### config.mk
export PLATFORM = sky130hd
export DESIGN_NAME = pid_decoder
export DESIGN_NICKNAME = d
export VERILOG_FILES = /design/src/rtl/usb_pkg.sv /design/src/rtl/pid_decoder.sv
export SDC_FILE = /design/constraint.sdc
export NUM_CORES = 1
export LEC_CHECK = 0
export BUFFER_PORTS_ARGS = -buffer_cell sky130_fd_sc_hd__buf_2
export CORE_ASPECT_RATIO = 1.5
export CORE_UTILIZATION = 48
export CTS_CLUSTER_DIAMETER = 200
export DETAILED_ROUTE_END_ITERATION = 8
export PLACE_DENSITY_LB_ADDON = 0.1
export SETUP_SLACK_MARGIN = 0.5
export SYNTH_ARGS = -nofsm -noshare
export SYNTH_HDL_FRONTEND = slang
export SYNTH_SLANG_ARGS = --single-unit
### constraint.sdc
create_clock -name clk -period 2 [get_ports clk]
set_input_delay 0.1 -clock clk [delete_from_list [all_inputs] [get_ports clk]]
set_output_delay 0.1 -clock clk [all_outputs]
set_load 0.05 [all_outputs]
### src/rtl/usb_pkg.sv
// Shared USB receive-side definitions: PID decoder state encoding, SYNC byte
// and the token/data/handshake PID values.
package usb_pkg;

    typedef enum logic [1:0] {
        ST_IDLE     = 2'd0,
        ST_SYNC_OK  = 2'd1,
        ST_BODY     = 2'd2,
        ST_ERR_WAIT = 2'd3
    } pid_state_t;

    localparam logic [7:0] SYNC_BYTE = 8'h80;

    localparam logic [7:0] PID_OUT   = 8'hE1;
    localparam logic [7:0] PID_IN    = 8'h69;
    localparam logic [7:0] PID_DATA0 = 8'hC3;
    localparam logic [7:0] PID_DATA1 = 8'h4B;
    localparam logic [7:0] PID_ACK   = 8'hD2;
    localparam logic [7:0] PID_NAK   = 8'h5A;

endpackage

### src/rtl/pid_decoder.sv
// Extracts the PID byte that follows SYNC in each received USB packet and
// pushes it into the downstream PID FIFO; malformed headers raise pid_error.
//
// state       | meaning
// ST_IDLE     | between packets, waiting for SYNC
// ST_SYNC_OK  | SYNC seen, next byte is the PID
// ST_BODY     | PID handled, payload bytes ignored until eop
// ST_ERR_WAIT | header bad or line error, ignoring bytes until eop
module pid_decoder
    import usb_pkg::*;
#(
    parameter int CHECK_PID = 1
) (
    input  logic       clk,
    input  logic       rst,
    input  logic [7:0] rx_byte,
    input  logic       byte_valid,
    input  logic       eop,
    input  logic       rx_error,
    input  logic       fifo_full,
    output logic       pid_w_enable,
    output logic [7:0] pid_w_data,
    output logic       pid_error,
    output logic       overflow,
    output logic [7:0] drop_count,
    output logic       pkt_active
);

    pid_state_t r_state;
    pid_state_t w_state_next;

    logic       r_pid_w_enable;
    logic [7:0] r_pid_w_data;
    logic       r_pid_error;
    logic       r_overflow;
    logic [7:0] r_drop_count;
    logic       r_pkt_active;

    logic w_pid_ok;
    logic w_wr;
    logic w_drop;
    logic w_err;

    // The upper nibble of a PID carries the ones-complement of the lower one.
    assign w_pid_ok = (CHECK_PID == 0) || (rx_byte[7:4] == ~rx_byte[3:0]);

    always_comb begin
        w_state_next = r_state;
        w_wr         = 1'b0;
        w_drop       = 1'b0;
        w_err        = 1'b0;

        case (r_state)
            ST_IDLE: begin
                if (byte_valid) begin
                    if (rx_byte == SYNC_BYTE) begin
                        w_state_next = ST_SYNC_OK;
                    end else begin
                        w_err        = 1'b1;
                        w_state_next = ST_ERR_WAIT;
                    end
                end
            end
            ST_SYNC_OK: begin
                if (rx_error) begin
                    w_state_next = ST_ERR_WAIT;
                end else if (byte_valid) begin
                    if (!w_pid_ok) begin
                        w_err        = 1'b1;
                        w_state_next = ST_ERR_WAIT;
                    end else begin
                        w_wr         = !fifo_full;
                        w_drop       = fifo_full;
                        w_state_next = ST_BODY;
                    end
                end
            end
            ST_BODY: begin
                if (rx_error) begin
                    w_state_next = ST_ERR_WAIT;
                end
            end
            default: begin
                w_state_next = r_state;
            end
        endcase

        // eop acts on the state reached after this cycle's byte; ending while
        // still expecting a PID means the packet had no PID at all.
        if (eop) begin
            if (w_state_next == ST_SYNC_OK) begin
                w_err = 1'b1;
            end
            w_state_next = ST_IDLE;
        end
    end

    always_ff @(posedge clk) begin
        if (rst) begin
            r_state        <= ST_IDLE;
            r_pid_w_enable <= 1'b0;
            r_pid_w_data   <= 8'h00;
            r_pid_error    <= 1'b0;
            r_overflow     <= 1'b0;
            r_drop_count   <= 8'h00;
            r_pkt_active   <= 1'b0;
        end else begin
            r_state        <= w_state_next;
            r_pid_w_enable <= w_wr;
            r_pid_error    <= w_err;
            r_pkt_active   <= (w_state_next != ST_IDLE);
            if (w_wr) begin
                r_pid_w_data <= rx_byte;
            end
            if (w_drop) begin
                r_overflow <= 1'b1;
                if (r_drop_count != 8'hFF) begin
                    r_drop_count <= r_drop_count + 8'd1;
                end
            end
        end
    end

    assign pid_w_enable = r_pid_w_enable;
    assign pid_w_data   = r_pid_w_data;
    assign pid_error    = r_pid_error;
    assign overflow     = r_overflow;
    assign drop_count   = r_drop_count;
    assign pkt_active   = r_pkt_active;

endmodule

* After elaboration in Yosys (flattened, before gate mapping) *
Cells that the tools add are included.

cells by class
  equality and inequality tests = 6
  bitwise gates (word level) = 1
  add/sub/neg operators = 1
  mux-type cells = 24
  reduce and logical (&&, ||, !) cells = 4

operator list
  cell                                                 count
  two-way mux 1 bit                                    16
  two-way mux 2 bit                                    6
  adder 8 x 1 -> 8 bit, second input constant          1
  equality test 8 bit, second input constant           1
  != test 8 bit, second input constant                 1
  case mux 2 bit (3 select lines)                      1
  equality test 2 x 1 -> 1 bit, second input constant  2
  equality test 4 bit                                  1
  NOT 4 bit                                            1
  equality test 2 bit, second input constant           1
  logical NOT 2 bit                                    1
  case mux 1 bit (2 select lines)                      1
  AND reduction 2 bit                                  1
  nonzero test 2 bit                                   1
  logical NOT 1 bit                                    1

word-level totals
  word-level logic and storage cells = 43
  bits of input ports = 14
  output and inout bits = 20
  register bits = 22

* Longest topological paths before layout *
Gate-level depths: netlist (run 1).

  word-level depth = 9
  depth in mapped cells = 7
  gate-level depth less buffers = 6

* Worst setup path before layout (run 1) *
Ideal clock, no wire load.

  path type = register to register
  start point = register r_drop_count[0], in the netlist drop_count[0]
  end point = register r_drop_count[5], in the netlist drop_count[5]
  stages on the path, launching flop included = 8
  clock period less this slack = 1.958 ns
  data arrival time = 1.899 ns
  required time = 1.941 ns
  slack = 0.042 ns
  path through = dfxtp_1 -> ha_1 -> nand3_1 -> o211ai_1 -> or2_1 -> buf_6 -> or4_1 -> nand2_1

on the way
  cells in the longest elaborated chain, start to end = 2

RTL lines
  what                                                          line                RTL
  start, declared                                               pid_decoder.sv:36   logic [7:0] r_drop_count;
  start signal, assigned                                        pid_decoder.sv:118  r_drop_count <= r_drop_count + 8'd1;
  branches (longest 2 deep; another with adder 8 x 1 -> 8 bit)  n/a

Parallel ways; which one is timed is not known.
A chain may end at the register's enable or synchronous reset.

* Worst setup path in the final report (run 1) *
  start point = register r_state[1]
  end point = register r_drop_count[6], in the netlist drop_count[6]

on the way
  cells in the longest elaborated chain, start to end = 3

RTL lines
  what                                  line                RTL
  start, declared                       pid_decoder.sv:29   pid_state_t r_state;
  start signal, assigned                pid_decoder.sv:108  r_state <= w_state_next;
  equality test 2 x 1 -> 1 bit          pid_decoder.sv:53   case (r_state)
  two-way mux 1 bit                     pid_decoder.sv:53
  AND reduction 2 bit (no source line)  n/a

No other way between the ends.

==> results of run 1 <==
==> layout make-up <==
| cell class | count | area, sq um | share of cell area |
|---|---|---|---|
| Clock buffer | 4 | 26.3 | 0.0197 |
| Tap cell | 21 | 26.3 | 0.0197 |
| Inverter | 3 | 11.3 | 0.00843 |
| Sequential cell | 22 | 458 | 0.343 |
| Multi-Input combinational cell | 80 | 552 | 0.413 |
| Timing Repair Buffer | 45 | 262 | 0.196 |
==> cell families after synthesis <==
kind of cell	after synthesis	share of synthesized area
flops	22	0.444
xor+xnor	7	0.0618
buf+inv	6	0.0303
compound gates	15	0.0883
mux	9	0.0908
fa+ha+maj	1	0.0126
simple gates	48	0.272
==> state kept, by name (all words and copies together) (netlist names) <==
register      flops
pkt_active        1
pid_error         1
drop_count        8
r_state           2
overflow          1
pid_w_enable      1
pid_w_data        8
==> report_power, final <==
group          switching [mW]  total, mW  internal (mW)
combinational          0.0477     0.0761         0.0284
clock                   0.134      0.212         0.0780
sequential            0.00324      0.444          0.441
==> path summary, 6_finish.rpt <==
path	cells past startpoint	slack, ns	to
hold reg to reg	2	0.49	overflow$_SDFFE_PP0P_
setup reg to reg	5	0.46	drop_count[6]$_SDFFE_PP0P_
hold / removal	2	0.02	pid_w_enable$_SDFF_PP0_
setup / recovery	5	0.46	drop_count[6]$_SDFFE_PP0P_
==> cell usage after synthesis, drive strengths merged <==
library cell	instances	area, sq um
nand4	4	31.3
buf	1	11.3
or2	1	6.26
a31oi	1	6.26
clkbuf	2	7.51
nand3b	1	7.51
mux2i	9	90.1
dfxtp	22	440
a21oi	3	15.0
or4b	1	10.0
and2	1	6.26
or4	4	33.8
a211o	1	8.76
a211oi	1	7.51
nor3	5	30.0
nand2	6	22.5
ha	1	12.5
o211ai	2	15.0
nor4	1	6.26
xnor2	2	17.5
nor2	15	56.3
xor2	5	43.8
or3	2	12.5
and4bb	1	12.5
nor2b	3	18.8
o21ai	7	35.0
and3	1	6.26
nand3	2	10.0
inv	3	11.3
==> routing by layer <==
layer  vias up  track usage  share of wire
met2        28        0.383           0.54
li1        474            -              -
met5         -            0              0
met4         0        0.103          0.014
met3         4       0.0383          0.046
met1       458        0.240           0.40
==> cells in the final DEF (no fill, tap or decap), types with 2 or more instances in the layout <==
cell type / synthesis / layout
o21ai_0: 6 / 6
nor3_2: 1 / 3
clkbuf_4: 0 / 3
inv_1: 3 / 3
xor2_1: 5 / 5
nand2_1: 6 / 6
or4_1: 3 / 3
dfxtp_2: 0 / 8
dfxtp_1: 22 / 12
mux2i_1: 9 / 9
a21oi_1: 3 / 3
xnor2_1: 2 / 2
or3_1: 2 / 2
buf_2: 0 / 33
nor2_1: 15 / 15
nor3_1: 4 / 2
nand4_1: 3 / 3
buf_4: 0 / 10
o211ai_1: 2 / 2
dfxtp_4: 0 / 2
nor2b_1: 3 / 3
==> timing repair <==
| action | in CTS | in global routing |
|---|---|---|
| buffers inserted | 3 | 7 |
| hold endpoints to repair | 3 | 0 |
| hold buffers | 1 | 0 |
| resized for setup | 4 | 2 |
| pin swaps | 7 | 5 |
| endpoints found under the setup margin | 11 | 17 |
==> flow_metrics.env, run 1 <==
export IMPL_timing_critical_path_fanout_max=7
export IMPL_cts_sink_count=22
export IMPL_leakage_nw=0.577
export IMPL_worstHoldPathType="primary input to flip-flop"
export IMPL_number_of_search_and_repair_iterations_in_the_first_detailed_routing_pass=4
export IMPL_outcome="finished clean"
export IMPL_globalRoute_totalOverflow=0
export IMPL_final_hold_viol_count=0
export IMPL_timing_setup_critical_path_class="flip-flop to flip-flop"
export IMPL_die_y_um=57.7
export IMPL_synth_seq_cells=22
export IMPL_gp_routability_congestion=0.768
export IMPL_syn_nets=123
export IMPL_max_capacitance_violation_total=0
export IMPL_vdd_ir_drop_max_mv=0.474
export IMPL_wirelength_mm=2.25
export IMPL_detail_route_drc_violations=0
export IMPL_wl_per_cell_um=12.9
export IMPL_finalWorstPathRequiredPeriod_ns=1.54
export IMPL_ys_seq_area_frac=0.444
export IMPL_grt_setup_unrepaired="true"
export IMPL_clk_pin_slew_worst_paths_ns=0.11
export IMPL_cts_max_path_buffers=2
export IMPL_hold_path_startpoint="fifo_full"
export IMPL_antenna_found_initial=0
export IMPL_cts_tree="yes"
export IMPL_final_util=0.711
export IMPL_postLayoutCellArea_sq_um=1340
export IMPL_synth_area_sq_um=992
export IMPL_fin_nets=170
export IMPL_post_synth_cell_area_avg_sq_um=9.19
export IMPL_pwr_density_cell_nw_per_um2=549
export IMPL_htree_levels=1
export IMPL_clock_tree_root_cell="clkbuf_4"
export IMPL_core_rowCount=19
export IMPL_syn_inst=108
export IMPL_antenna_violating_nets_post_route=0
export IMPL_critical_path_endpoint_type="flip-flop"
export IMPL_port_buffer_count=33
export IMPL_relSlewSlack=0.726
export IMPL_worst_ep_arrival_time_ns=1.79
export IMPL_ios=34
export IMPL_timing_critical_path_max_delay_family="simple AND/OR/NAND/NOR gates"
export IMPL_drt_vias_per_instance=5.51
export IMPL_crit_path_start_kind="flip-flop"
export IMPL_final_max_slew_viol_count=0
export IMPL_fin_hold_ws_ns=0.0192
export IMPL_route_vias_total=964
export IMPL_skew_ns=0.00392
export IMPL_place_area_sq_um=1200
export IMPL_timing_critical_path_buf_inv=0
export IMPL_rr_startpoint="r_state[1]$_SDFF_PP0_"
export IMPL_cpMaxStageDelayCell="dfxtp_2"
export IMPL_ys_warnings_count=0
export IMPL_number_of_different_library_cells_in_the_post_synthesis_netlist=33
export IMPL_crit_required_ns=2.24
export IMPL_first_global_vias=870
export IMPL_cp_cell_sequence="and4bb_2, o211ai_1, or2_4, or3_1, a21oi_1"
export IMPL_instances_no_fill=175
export IMPL_detail_route_iter0_violations=12
export IMPL_layout_drive_gt1_share=0.429
export IMPL_timing_critical_path_from="r_state[1]$_SDFF_PP0_"
export IMPL_totalNegativeSetupSlack_ns=0
export IMPL_num_fill_cells=146
export IMPL_finalWorstSetupSlack_ns=0.457
export IMPL_gr_usage_all_layers=0.218
export IMPL_clock_latency_reported_for_the_late_side_of_the_worst_skew_pair_ns=0.31
export IMPL_grt_pass1_wl_mm=3.53
export IMPL_grt_max_degree=25
export IMPL_placeableCoreArea_sq_um=1880
export IMPL_detailedPlacementHpwl_mm=1.59
export IMPL_finalPower_uw=732
export IMPL_share_of_the_cycle_needed_by_the_critical_path_after_routing=0.772
export IMPL_cts_buffers_inserted=3
export IMPL_place_inst=160
export IMPL_finalSetupViolations=0
export IMPL_floorplan_initialDensity=0.528
export IMPL_place_ws_ns=0.273
export IMPL_insertedDiodeCount=0
export IMPL_crit_path_max_incr_delay_ns=0.35
export IMPL_timing_worst_slew_pin_value_ns=0.411
export IMPL_die_area_sq_um=2260
export IMPL_chipWidth_um=39.1
export IMPL_maxClockFrequency_ghz=0.648
export IMPL_synthToLayoutAreaGrowth_pct=34.6
Power figures use the tool's default switching activity.
==> run 2: changes to the inputs <==
==> constraint.sdc (replaced) <==
create_clock -name clk -period 1.5 [get_ports clk]
set_input_delay 0.075 -clock clk [delete_from_list [all_inputs] [get_ports clk]]
set_output_delay 0.075 -clock clk [all_outputs]
set_load 0.05 [all_outputs]
==> run 2 against run 1 <==
  * Die area unchanged
  * The run now ends with negative setup slack left
  * Clock skew about the same
  * Routed wire length up 26%
  * Critical path depth unchanged
  * Sequential share of layout area down 6.3 points
  * First-iteration DRC count up 8.3%
  * Sequential power up 33%
  * Flip-flop and latch count unchanged
  * Clock power up 54%
  * Worst hold slack worse by 0.013 ns
  * Global-route usage up 2.5 points
==> flow_metrics.env, run 2 (synthesized netlist as in run 1, its figures left out) <==
export IMPL_timing_critical_path_from="r_state[1]$_SDFF_PP0_"
export IMPL_finalPower_mw=1.09
export IMPL_timing_setup_critical_path_class="flip-flop to flip-flop"
export IMPL_rr_startpoint="r_state[1]$_SDFF_PP0_"
export IMPL_detail_route_drc_violations=0
export IMPL_layout_cells_most_common="buf_4"
export IMPL_grt_setup_unrepaired="true"
export IMPL_crit_required_ns=1.75
export IMPL_critical_path_endpoint_type="flip-flop"
export IMPL_timing_critical_path_fanout_max=8
export IMPL_endpoint_of_the_worst_register_to_register_path="drop_count[3]$_SDFFE_PP0P_"
export IMPL_crit_path_start_kind="flip-flop"
export IMPL_port_buffer_count=33
export IMPL_skew_ns=0.00362
export IMPL_final_hold_viol_count=0
export IMPL_gp_routability_congestion=0.781
export IMPL_gr_usage_all_layers=0.243
export IMPL_finalSetupViolations=6
export IMPL_cts_tree="yes"
export IMPL_ios=34
export IMPL_wl_per_cell_um=15.1
export IMPL_outcome="finished, violations left"
export IMPL_clock_latency_reported_for_the_late_side_of_the_worst_skew_pair_ns=0.30
export IMPL_maxClockFrequency_ghz=0.632
export IMPL_grt_max_degree=25
export IMPL_clk_pin_slew_worst_paths_ns=0.12
export IMPL_antenna_found_initial=0
export IMPL_timing_worst_slew_pin_value_ns=0.470
export IMPL_detailedPlacementHpwl_mm=1.69
export IMPL_worst_ep_arrival_time_ns=1.83
export IMPL_fin_nets=184
export IMPL_die_y_um=57.7
export IMPL_finalWorstSetupSlack_ns=-0.0811
export IMPL_number_of_search_and_repair_iterations_in_the_first_detailed_routing_pass=4
export IMPL_antenna_violating_nets_post_route=0
export IMPL_pwr_density_cell_nw_per_um2=665
export IMPL_cts_sink_count=22
export IMPL_worstSetupPathDepth=5
export IMPL_rrSetupSlack_ns=-0.08
export IMPL_synthToLayoutAreaGrowth_pct=64.9
export IMPL_floorplan_initialDensity=0.528
export IMPL_die_area_sq_um=2260
export IMPL_place_ws_ns=-0.167
export IMPL_wirelength_mm=2.85
export IMPL_clock_tree_root_cell="clkbuf_4"
export IMPL_share_of_the_cycle_needed_by_the_critical_path_after_routing=1.05
export IMPL_drt_vias_per_instance=5.51
export IMPL_cts_max_path_buffers=2
export IMPL_first_global_vias=956
export IMPL_cp_cell_sequence="and4bb_2, o211ai_1, or2_4, or4_4, nand2_2"
export IMPL_leakage_nw=0.707
export IMPL_placeableCoreArea_sq_um=1880
export IMPL_globalRoute_totalOverflow=0
export IMPL_r2r_worst_path_cells=5
export IMPL_chipWidth_um=39.1
export IMPL_layout_common_cells="buf_4 (27), nor2_1 (14), dfxtp_1 (12)"
export IMPL_violations="negative setup slack"
export IMPL_insertedDiodeCount=0
export IMPL_worstHoldPathType="primary input to flip-flop"
export IMPL_route_vias_total=1042
export IMPL_max_capacitance_violation_total=0
export IMPL_final_max_slew_viol_count=0
export IMPL_layout_drive_gt1_share=0.542
export IMPL_grt_pass1_wl_mm=3.89
export IMPL_core_rowCount=19
export IMPL_crit_path_max_incr_delay_ns=0.42
export IMPL_relSlewSlack=0.687
export IMPL_detail_route_iter0_violations=13
export IMPL_timing_critical_path_max_delay_family="simple AND/OR/NAND/NOR gates"
export IMPL_final_util=0.871
export IMPL_finalWorstPathRequiredPeriod_ns=1.58
export IMPL_worst_setup_path_endpoint="drop_count[3]$_SDFFE_PP0P_"
export IMPL_totalNegativeSetupSlack_ns=-0.290
export IMPL_htree_levels=1
export IMPL_timing_critical_path_buf_inv=0
export IMPL_cpMaxStageDelayCell="or4_4"
export IMPL_vdd_ir_drop_max_mv=0.660
export IMPL_cts_buffers_inserted=3
==> run 2: per-layer routing <==
| layer | up-vias | share of wire | global-route usage |
|---|---|---|---|
| li1 | 507 | - | - |
| met1 | 490 | 0.37 | 0.283 |
| met2 | 41 | 0.56 | 0.410 |
| met3 | 4 | 0.050 | 0.0307 |
| met4 | 0 | 0.015 | 0.138 |
| met5 | - | 0 | 0 |
==> run 2: final cells by class <==
type,count,area (sq um)
multi-input combinational,80,617
timing repair buffer,59,488
sequential,22,458
fill,96,241
clock buffer,4,36.3
tap,21,26.3
inverter,3,11.3
==> run 2: repair_timing <==
item                       4_1_cts  5_1_grt
gates resized for setup         31       32
pin swaps                       16       11
hold buffers                     2        0
hold endpoints to repair         4        0
setup endpoints to repair       34       35
buffers inserted                 2        2
==> run 2: where the power goes <==
part	switching, mW	total [mW]	internal (mW)
Combinational	0.0873	0.171	0.0839
Clock	0.178	0.326	0.148
Sequential	0.00322	0.591	0.588
==> run 2: worst min-delay path: cells and delay by family <==
| family | cells | cell delay, ns |
|---|---|---|
| mux | 1 | 0.06 |
| simple gates | 1 | 0.08 |
| buf+inv | 1 | 0.07 |
==> run 2: worst min-delay path by stage <==
stage	cells past startpoint	start	slack [ns]	endpoint
after floorplan	1	eop	0.15	pkt_active$_SDFF_PP0_
after global placement	2	eop	0.28	r_state[0]$_SDFF_PP0_
after detailed placement	2	eop	0.29	pkt_active$_SDFF_PP0_
after CTS	3	fifo_full	0.04	overflow$_SDFFE_PP0P_
after global routing	3	rx_byte[4]	0.008	pid_w_data[4]$_SDFFE_PP0P_
final	3	rx_byte[4]	0.007	pid_w_data[4]$_SDFFE_PP0P_
==> run 2: through the flow <==
step	cell area [sq um]	hold WS [ns]	std cells
5_1_grt	1640	0.00811	189
6_report	1640	0.00667	189
2_1_floorplan	1030	0.153	108
3_3_place_gp	1350	0.283	179
4_1_cts	1520	0.0403	187
3_5_place_dp	1350	0.294	179
